`src/rtl/pkg_7seg.sv`:
```
// Shared constants and types for the 7-segment bus reader.
// Cathode patterns are active-low {g,f,e,d,c,b,a}.
package pkg_7seg;

  localparam logic [6:0] SEG_0   = 7'h40;
  localparam logic [6:0] SEG_1   = 7'h79;
  localparam logic [6:0] SEG_2   = 7'h24;
  localparam logic [6:0] SEG_3   = 7'h30;
  localparam logic [6:0] SEG_4   = 7'h19;
  localparam logic [6:0] SEG_5   = 7'h12;
  localparam logic [6:0] SEG_6   = 7'h02;
  localparam logic [6:0] SEG_7   = 7'h78;
  localparam logic [6:0] SEG_8   = 7'h00;
  localparam logic [6:0] SEG_9   = 7'h10;
  localparam logic [6:0] SEG_A   = 7'h08;
  localparam logic [6:0] SEG_O   = 7'h23;
  localparam logic [6:0] SEG_C   = 7'h46;
  localparam logic [6:0] SEG_D   = 7'h21;
  localparam logic [6:0] SEG_E   = 7'h06;
  localparam logic [6:0] SEG_OFF = 7'h7F;

  localparam logic [3:0] AN_PRIMER  = 4'b1110;
  localparam logic [3:0] AN_SEGUNDO = 4'b1101;
  localparam logic [3:0] AN_TERCER  = 4'b1011;
  localparam logic [3:0] AN_CUARTO  = 4'b0111;
  localparam logic [3:0] AN_BLANK   = 4'b1111;

  typedef enum logic [1:0] {
    S_WAIT,
    S_QUALIFY,
    S_LOCKED
  } state_t;

  typedef enum logic [1:0] {
    AN_OK,
    AN_OFF,
    AN_BAD
  } an_class_t;

  typedef struct packed {
    logic [3:0] an;
    logic [6:0] seg;
  } sample_t;

  localparam sample_t SAMPLE_IDLE = '{an: AN_BLANK, seg: SEG_OFF};

  function automatic an_class_t an_class(input logic [3:0] an);
    an_class_t c;
    unique case (an)
      AN_PRIMER, AN_SEGUNDO,
      AN_TERCER, AN_CUARTO: c = AN_OK;
      AN_BLANK:             c = AN_OFF;
      default:              c = AN_BAD;
    endcase
    return c;
  endfunction

  function automatic logic [1:0] an_index(input logic [3:0] an);
    logic [1:0] i;
    case (an)
      AN_SEGUNDO: i = 2'd1;
      AN_TERCER:  i = 2'd2;
      AN_CUARTO:  i = 2'd3;
      default:    i = 2'd0;
    endcase
    return i;
  endfunction

endpackage

```
`src/rtl/seg7_a_bcd.sv`:
```
// Inverse of the writer's BCD_to_7seg: cathode pattern to code.
// Unknown patterns decode to F and raise illegal_o.
module seg7_a_bcd
  import pkg_7seg::*;
(
  input  logic [6:0] seg_i,
  output logic [3:0] code_o,
  output logic       illegal_o
);

  // Table lookup; anything off-table is blank plus a flag.
  always_comb begin
    code_o    = 4'hF;
    illegal_o = 1'b0;
    unique case (seg_i)
      SEG_0:   code_o = 4'h0;
      SEG_1:   code_o = 4'h1;
      SEG_2:   code_o = 4'h2;
      SEG_3:   code_o = 4'h3;
      SEG_4:   code_o = 4'h4;
      SEG_5:   code_o = 4'h5;
      SEG_6:   code_o = 4'h6;
      SEG_7:   code_o = 4'h7;
      SEG_8:   code_o = 4'h8;
      SEG_9:   code_o = 4'h9;
      SEG_A:   code_o = 4'hA;
      SEG_O:   code_o = 4'hB;
      SEG_C:   code_o = 4'hC;
      SEG_D:   code_o = 4'hD;
      SEG_E:   code_o = 4'hE;
      SEG_OFF: code_o = 4'hF;
      default: illegal_o = 1'b1;
    endcase
  end

endmodule

```
`src/rtl/lector_7seg.sv`:
```
// Multiplexed 7-segment bus reader: debounces each digit dwell
// and publishes all four codes together once per full scan.
module lector_7seg
  import pkg_7seg::*;
#(
  parameter int STABLE_CYCLES  = 4,
  parameter int TIMEOUT_CYCLES = 1024
) (
  input  logic       clk_i,
  input  logic       rst_i,
  input  logic [7:0] catodo_i,
  input  logic [3:0] anodo_i,
  input  logic       clr_err_i,
  output logic [3:0] primer_disp_o,
  output logic [3:0] segundo_disp_o,
  output logic [3:0] tercer_disp_o,
  output logic [3:0] cuarto_disp_o,
  output logic       frame_valid_o,
  output logic       err_o,
  output logic       stale_o
);

  localparam int SW = $clog2(STABLE_CYCLES + 1);
  localparam int TW = $clog2(TIMEOUT_CYCLES + 1);
  localparam logic [SW-1:0] S_ONE = SW'(1);
  localparam logic [SW-1:0] S_MAX = SW'(STABLE_CYCLES);
  localparam logic [TW-1:0] T_MAX = TW'(TIMEOUT_CYCLES);
  localparam logic [TW-1:0] T_PRE = TW'(TIMEOUT_CYCLES - 1);

  sample_t       in_q;
  sample_t       prev_q;
  state_t        state;
  state_t        state_n;
  logic [SW-1:0] stab_cnt;
  logic [SW-1:0] cnt_n;
  logic [TW-1:0] idle_cnt;
  logic [3:0]    seen;
  logic [3:0]    seen_base;
  logic [3:0]    bit_sel;
  logic [3:0]    shadow [4];
  logic          frame_pend;
  logic          acc;
  logic          same;
  logic          tmo;
  logic          err_set;
  an_class_t     cls;
  logic [1:0]    idx;
  logic [3:0]    code;
  logic          illegal;
  logic          unused_dp;

  assign unused_dp = catodo_i[7];

  assign same    = (in_q == prev_q);
  assign cls     = an_class(in_q.an);
  assign idx     = an_index(in_q.an);
  assign bit_sel = 4'(1) << idx;

  seg7_a_bcd u_dec (
    .seg_i     (in_q.seg),
    .code_o    (code),
    .illegal_o (illegal)
  );

  // A completed frame empties the mask before this cycle's accept.
  assign seen_base = frame_pend ? 4'b0000 : seen;
  assign tmo       = !acc && (idle_cnt == T_PRE);
  assign err_set   = (cls == AN_BAD) || (acc && illegal);

  // Single registration of the bus, plus the previous sample.
  always_ff @(posedge clk_i) begin
    if (rst_i) begin
      in_q   <= SAMPLE_IDLE;
      prev_q <= SAMPLE_IDLE;
    end else begin
      in_q   <= {anodo_i, catodo_i[6:0]};
      prev_q <= in_q;
    end
  end

  // Qualification FSM state register.
  always_ff @(posedge clk_i) begin
    if (rst_i) begin
      state    <= S_WAIT;
      stab_cnt <= '0;
    end else begin
      state    <= state_n;
      stab_cnt <= cnt_n;
    end
  end

  // Next state: count identical samples, accept once per dwell.
  always_comb begin
    state_n = state;
    cnt_n   = stab_cnt;
    acc     = 1'b0;
    unique case (state)
      S_WAIT: begin
        if (cls == AN_OK) begin
          cnt_n   = S_ONE;
          state_n = S_QUALIFY;
        end
      end
      S_QUALIFY: begin
        if (cls != AN_OK) begin
          cnt_n   = '0;
          state_n = S_WAIT;
        end else if (same) begin
          cnt_n = stab_cnt + S_ONE;
        end else begin
          cnt_n = S_ONE;
        end
      end
      S_LOCKED: begin
        if (!same) begin
          if (cls == AN_OK) begin
            cnt_n   = S_ONE;
            state_n = S_QUALIFY;
          end else begin
            cnt_n   = '0;
            state_n = S_WAIT;
          end
        end
      end
      default: begin
        cnt_n   = '0;
        state_n = S_WAIT;
      end
    endcase
    if (state_n == S_QUALIFY && cnt_n == S_MAX) begin
      acc     = 1'b1;
      state_n = S_LOCKED;
    end
  end

  // Shadows, seen mask and atomic publish of the outputs.
  always_ff @(posedge clk_i) begin
    if (rst_i) begin
      for (int i = 0; i < 4; i++) shadow[i] <= 4'hF;
      seen           <= 4'b0000;
      frame_pend     <= 1'b0;
      frame_valid_o  <= 1'b0;
      primer_disp_o  <= 4'hF;
      segundo_disp_o <= 4'hF;
      tercer_disp_o  <= 4'hF;
      cuarto_disp_o  <= 4'hF;
    end else begin
      frame_valid_o <= frame_pend;
      if (frame_pend) begin
        primer_disp_o  <= shadow[0];
        segundo_disp_o <= shadow[1];
        tercer_disp_o  <= shadow[2];
        cuarto_disp_o  <= shadow[3];
      end
      if (acc) begin
        shadow[idx] <= code;
        seen        <= seen_base | bit_sel;
      end else if (tmo) begin
        seen <= 4'b0000;
      end else begin
        seen <= seen_base;
      end
      frame_pend <= acc && ((seen_base | bit_sel) == 4'hF);
    end
  end

  // Idle timeout, stale flag and sticky error.
  always_ff @(posedge clk_i) begin
    if (rst_i) begin
      idle_cnt <= '0;
      stale_o  <= 1'b0;
      err_o    <= 1'b0;
    end else begin
      if (acc) begin
        idle_cnt <= '0;
      end else if (idle_cnt != T_MAX) begin
        idle_cnt <= idle_cnt + TW'(1);
      end
      if (tmo) begin
        stale_o <= 1'b1;
      end else if (frame_pend) begin
        stale_o <= 1'b0;
      end
      err_o <= err_set || (err_o && !clr_err_i);
    end
  end

endmodule

```
`config.mk`:
```
export PLATFORM = sky130hd
export DESIGN_NAME = lector_7seg
export DESIGN_NICKNAME = d
export VERILOG_FILES = /design/src/rtl/pkg_7seg.sv /design/src/rtl/seg7_a_bcd.sv /design/src/rtl/lector_7seg.sv
export SDC_FILE = /design/constraint.sdc
export NUM_CORES = 1
export LEC_CHECK = 0
export ABC_AREA = 1
export CAP_MARGIN = 20
export CORE_UTILIZATION = 57
export DETAILED_ROUTE_END_ITERATION = 8
export PLACE_DENSITY_LB_ADDON = 0.05
export SYNTH_ARGS = -nofsm -noshare
export SYNTH_HDL_FRONTEND = slang
export SYNTH_SLANG_ARGS = --single-unit
```
`constraint.sdc`:
```
create_clock -name clk_i -period 2.5 [get_ports clk_i]
set_clock_uncertainty 0.05 [all_clocks]
set_input_delay 0.5 -clock clk_i [delete_from_list [all_inputs] [get_ports clk_i]]
set_output_delay 0.5 -clock clk_i [all_outputs]
set_load 0.02 [all_outputs]
```
==> Yosys cells after proc, flatten, opt, wreduce, memory -nomap -nowiden <==
Memory sizes are Yosys's and may differ from the RTL's. A register that Yosys moved wholly into a read port is not among the register bits.
Cells that the tools add are included.
{ "classes": {"addsub": 2, "n_mul": 0, "n_div": 0, "magnitude_cmp": 0, "eq_ne": 29, "shifts": 1, "mux": 30, "n_bitwise": 1, "reduce_logical": 19} }
{ "op_table": {"columns": ["operator", "count"], "rows": [
  ["one-hot mux 4 bit (15 select lines)", 1],
  ["== test 7 bit (second input constant)", 5],
  ["== test 7 x 6 -> 1 bit (second input constant)", 4],
  ["== test 7 x 5 -> 1 bit (second input constant)", 3],
  ["== test 4 bit (second input constant)", 5],
  ["2-to-1 mux 4 bit", 4],
  ["OR reduction 16 bit", 1],
  ["2-to-1 mux 1 bit", 12],
  ["2-to-1 mux 3 bit", 4],
  ["one-hot mux 2 bit (3 select lines)", 2],
  ["adder 11 x 1 -> 11 bit (second input constant)", 1],
  ["== test 11 x 10 -> 1 bit (second input constant)", 1],
  ["== test 11 bit", 1],
  ["inequality test 11 bit (second input constant)", 1],
  ["2-to-1 mux 2 bit", 5],
  ["one-hot mux 3 bit (3 select lines)", 1],
  ["OR reduction 4 bit", 2],
  ["== test 7 x 2 -> 1 bit (second input constant)", 1],
  ["== test 7 x 3 -> 1 bit (second input constant)", 1],
  ["== test 7 x 4 -> 1 bit (second input constant)", 1],
  ["logical NOT 7 bit", 1],
  ["logical AND 1 bit", 5],
  ["== test 2 x 1 -> 1 bit (second input constant)", 2],
  ["== test 2 bit (second input constant)", 2],
  ["other kinds (11)", 16]
]} }
{ "word_totals": {"reg_bits": 46, "latch_bits": 0, "ramBits": 16, "mem_bits_ro": 0, "input_bits": 15, "output_inout_bits": 19, "n_memories": 1} }
{ "mem_list": {"columns": ["name", "depth", "width", "rd", "rd_clocked_by_memory_dff", "write_ports", "line", "text"], "rows": [
  ["shadow", 4, 4, 4, 4, 4, "lector_7seg.sv:40", "logic [3:0] shadow [4];"]
]} }

==> Logic depth before layout (Yosys ltp) <==
{ "logic_depth": {"depth_word": 15, "ltp_mapped": 15, "ltp_nobuf": 15} }

==> Modules after synthesis <==
A second synthesis with hierarchy kept.
{ "hier_totals": {"cells_unflattened": 488, "area_unflattened_um2": 3626.0} }
{ "by_module_without_submodules": {"columns": ["module", "n_inst", "cells_each", "area_per_inst_um2"], "rows": [
  ["lector_7seg", 1, 393, 3218.1],
  ["seg7_a_bcd", 1, 95, 407.9]
]} }

==> Least setup slack after synthesis <==
OpenSTA, ideal clock, no wires.
{ "synth_timing": {"path_kind": "register to register", "from": "reg in_q[8] (netlist name)", "to": "mem shadow[0][0], enable pin", "arrival_ps": 1784, "required_ps": 2089, "setup_slack_ps": 304, "path_stages_with_launch": 14, "n_path_buf": 0, "period_less_slack_ps": 2196, "cell_sequence": "dfxtp_1 nand2_1 inv_2 nand3_1 nand2_2 nor2_4 nand2_4 nand2_4 inv_2 nand2_2 nand2_4 nor2_8 nand3_4 o21ai_0"} }
{ "synth_rtl": {"columns": ["item", "line", "text"], "rows": [
  ["start: declaration", "lector_7seg.sv:30", "sample_t in_q;"],
  ["start signal: assignment", "lector_7seg.sv:76", "in_q <= {anodo_i, catodo_i[6:0]};"],
  ["end: declaration", "lector_7seg.sv:40", null]
]} }

==> out/metrics.csv <==
stage,metric,value,unit
outcome,status,finished clean,
die,Die W,83.4,um
clocking,total CTS buffers,9,
critical_path,crit path max fanout,10,
clocking,clk buf depth,2,
synthesis,distinct cell type count after synthesis,37,
grt,Congestion Overflow GR,0,
timing,RSZ-0062 raised after global routing,no,
critical_path,CP Capture Type,flop,
pwr,worst IR drop on VDD,0.468,mV
pwr,Cell Pwr Density,592,mW/mm2
grt,Tot GR Track Use,0.218,
synthesis,Syn Inst Count,457,
layout,# fillers,555,
timing,Slew headroom,0.752,
clocking,Setup Buffers After CTS,0,
detailed_routing,vias per cell,5.10,
critical_path,Worst EP arrival,2280,ps
layout,area grow syn2layout,16.8,%
grt,largest net degree at the start of global routing,23,
timing,max-slew violation count,0,
clocking,Root Driver,clkbuf_8,
clocking,CTS sink count,78,
timing,minimum clock period,2260,ps
detailed_routing,Routed Antenna Nets,0,
placement,gpl congestion,0.951,
timing,Fmax achieved,0.443,GHz
die,Core Rows,29,
timing,final setup violation count,0,
critical_path,CP startpoint kind,flop,
detailed_routing,final wirelength,6730,um
timing,hold_ws,408,ps
synthesis,"Cell Area, Synth",0.00378,mm2
die,core area,0.00639,mm2
grt,vias in the first global route,2755,
grt,first-pass GRT wire length,12100,um
timing,worst setup margin,240,ps
timing,Worst Tran Pin Value,368,ps
layout,footprint of the multi-input gates,0.00178,mm2
die,I/O pin cnt,34,
grt,initial antenna violation count,0,
die,Starting Density,0.592,
timing,Fin. Hold Viols,0,
timing,Final period util,0.904,
synthesis,Synth Net Count,475,
detailed_routing,drt pass-1 iters,4,
pwr,LEAKAGE,1.91,nW
synthesis,"FF+latch count, synth",78,
placement,dpl ws,225,ps
clocking,Worst-path clk slew,70,ps
critical_path,Required @ worst endpoint,2520,ps
die,Die Ht,83.4,um
synthesis,Yosys warning total,0,
layout,nets,515,
run,maxcap violations,0,
detailed_routing,Residual DRC,0,
layout,ANT cells,0,
detailed_routing,per-cell routed wire length,11.6,um
clocking,CTS tree,yes,
clocking,Worst-Skew Late Latency,350,ps
layout,layout cell share with drive strength beyond 1,0.171,
die,die area,0.00696,mm2
detailed_routing,DR vias,2953,
detailed_routing,Initial DRC Count,113,
critical_path,r2r setup slk,240,ps
synthesis,sequential share of the synthesized area,0.455,
pwr,Total Power,2.61,mW
timing,setup_tns,0,ps
placement,Detailed Place HPWL,5040,um
clocking,H-tree levels,3,
layout,register area,0.00172,mm2
critical_path,critical path class,flop to flop,
synthesis,syn_area_per_cell,8.27,um2
worst_hold_path,Hold Path Class,flop to flop,
placement,IO Port Bufs,32,
==> cells in the mapped netlist, drive strengths merged <==
cell | count | share of area
nand2 | 131 | 0.15
dfxtp | 62 | 0.33
nor2 | 54 | 0.092
inv | 50 | 0.050
nand3 | 37 | 0.056
nand4 | 26 | 0.043
edfxtp | 16 | 0.13
or2 | 13 | 0.022
a21oi | 11 | 0.023
nor3 | 11 | 0.018
o21ai | 10 | 0.014
clkbuf | 8 | 0.0079
xor2 | 8 | 0.019
buf | 7 | 0.015
ha | 3 | 0.0099
xnor2 | 3 | 0.0070
nor3b | 2 | 0.0070
a211oi | 1 | 0.0020
nor4 | 1 | 0.0017
o2111ai | 1 | 0.0023
o21a | 1 | 0.0020
or4 | 1 | 0.0020
==> where the power goes <==
group | internal (mW) | leakage (nW) | switching, mW
combinational | 0.104 | 1.19 | 0.167
sequential | 1.31 | 0.615 | 0.0248
clock | 0.560 | 0.106 | 0.450
total | 1.97 | 1.91 | 0.641
==> path summary, 6_finish.rpt <==
path,from,endpoint,cells past startpoint
min reg2reg,primer_disp_o[3],primer_disp_o[3],2
max reg2reg,in_q[9],shadow[3][1],13
min,primer_disp_o[3],primer_disp_o[3],2
max,in_q[9],shadow[3][1],13
==> what timing repair did <==
item | CTS | global route
hold endpoints to repair | 0 | 0
endpoints found under the setup margin | 0 | 8
gates resized for setup | 0 | 1
hold buffers | 0 | 0
==> critical path: stages, from the launching register on <==
cell	delay, ps
dfxtp_1	380
inv_1	90
nand3_1	190
nand2_2	110
nor2_4	120
nand2_4	80
nand2_4	100
inv_2	40
nand2_2	60
nand2_4	60
nor2_8	170
nand3_4	160
o21ai_0	210
buf_4	170
==> cell families (layout without fill, tap and decap cells) <==
| group | Yosys count | in the layout | synth area share |
|---|---|---|---|
| AOI/OAI and AO/OA | 24 | 24 | 0.0440 |
| DFF | 78 | 78 | 0.455 |
| and+or+nand+nor | 276 | 276 | 0.392 |
| buffers and inverters | 65 | 110 | 0.0728 |
| xor gates and xnor gates | 11 | 11 | 0.0255 |
| adders and majority gates | 3 | 3 | 0.00993 |
==> per-layer routing <==
metal,wire length [um],share of wire,vias to the layer above,global-route usage
met4,117,0.017,0,0.0786
li1,-,-,1556,-
met3,245,0.036,8,0.0507
met2,3280,0.49,57,0.371
met5,0,0,-,0
met1,3090,0.46,1332,0.272
==> state kept, by name, summed over array words and instances, names as in the netlist <==
signal          flops
shadow             16
idle_cnt           11
in_q               11
prev_q             11
cuarto_disp_o       4
primer_disp_o       4
seen                4
segundo_disp_o      4
tercer_disp_o       4
stab_cnt            3
state               2
err_o               1
frame_pend          1
frame_valid_o       1
stale_o             1
==> area by class of cell <==
cell class                      instances  area share
Clock buffer                           10      0.0289
Clock inverter                          6      0.0196
Inverter                               50      0.0425
Multi-Input combinational cell        314       0.404
Sequential cell                        78       0.390
Tap cell                               77      0.0218
Timing Repair Buffer                   44      0.0929
==> placed cells by master, fill, tap and decap left out, types with 2 or more instances in the layout <==
cell type and n:
nand2_1 117, dfxtp_1 61, inv_1 44, nor2_1 37
nand3_1 35, clkdlybuf4s50_1 32, nand4_1 26, edfxtp_1 16
nor2_4 15, or2_2 13, buf_4 12, nor3_1 10
o21ai_0 9, clkbuf_8 9, xor2_1 8, a21oi_1 8
nand2_4 7, inv_2 6, nand2_2 6, xnor2_1 3
a21oi_4 3, ha_1 3, nand3_4 2, nor2_8 2
clkinv_2 2, bufinv_16 2
==> stage by stage <==
step | cell area (um2) | utilization | cells
after floorplan | 3780 | - | 457
after global placement | 4200 | 0.658 | 563
after detailed placement | 4200 | 0.658 | 563
after CTS | 4410 | 0.691 | 579
after global routing | 4420 | 0.691 | 579
final | 4420 | 0.691 | 579
Power figures use the tool's default switching activity.
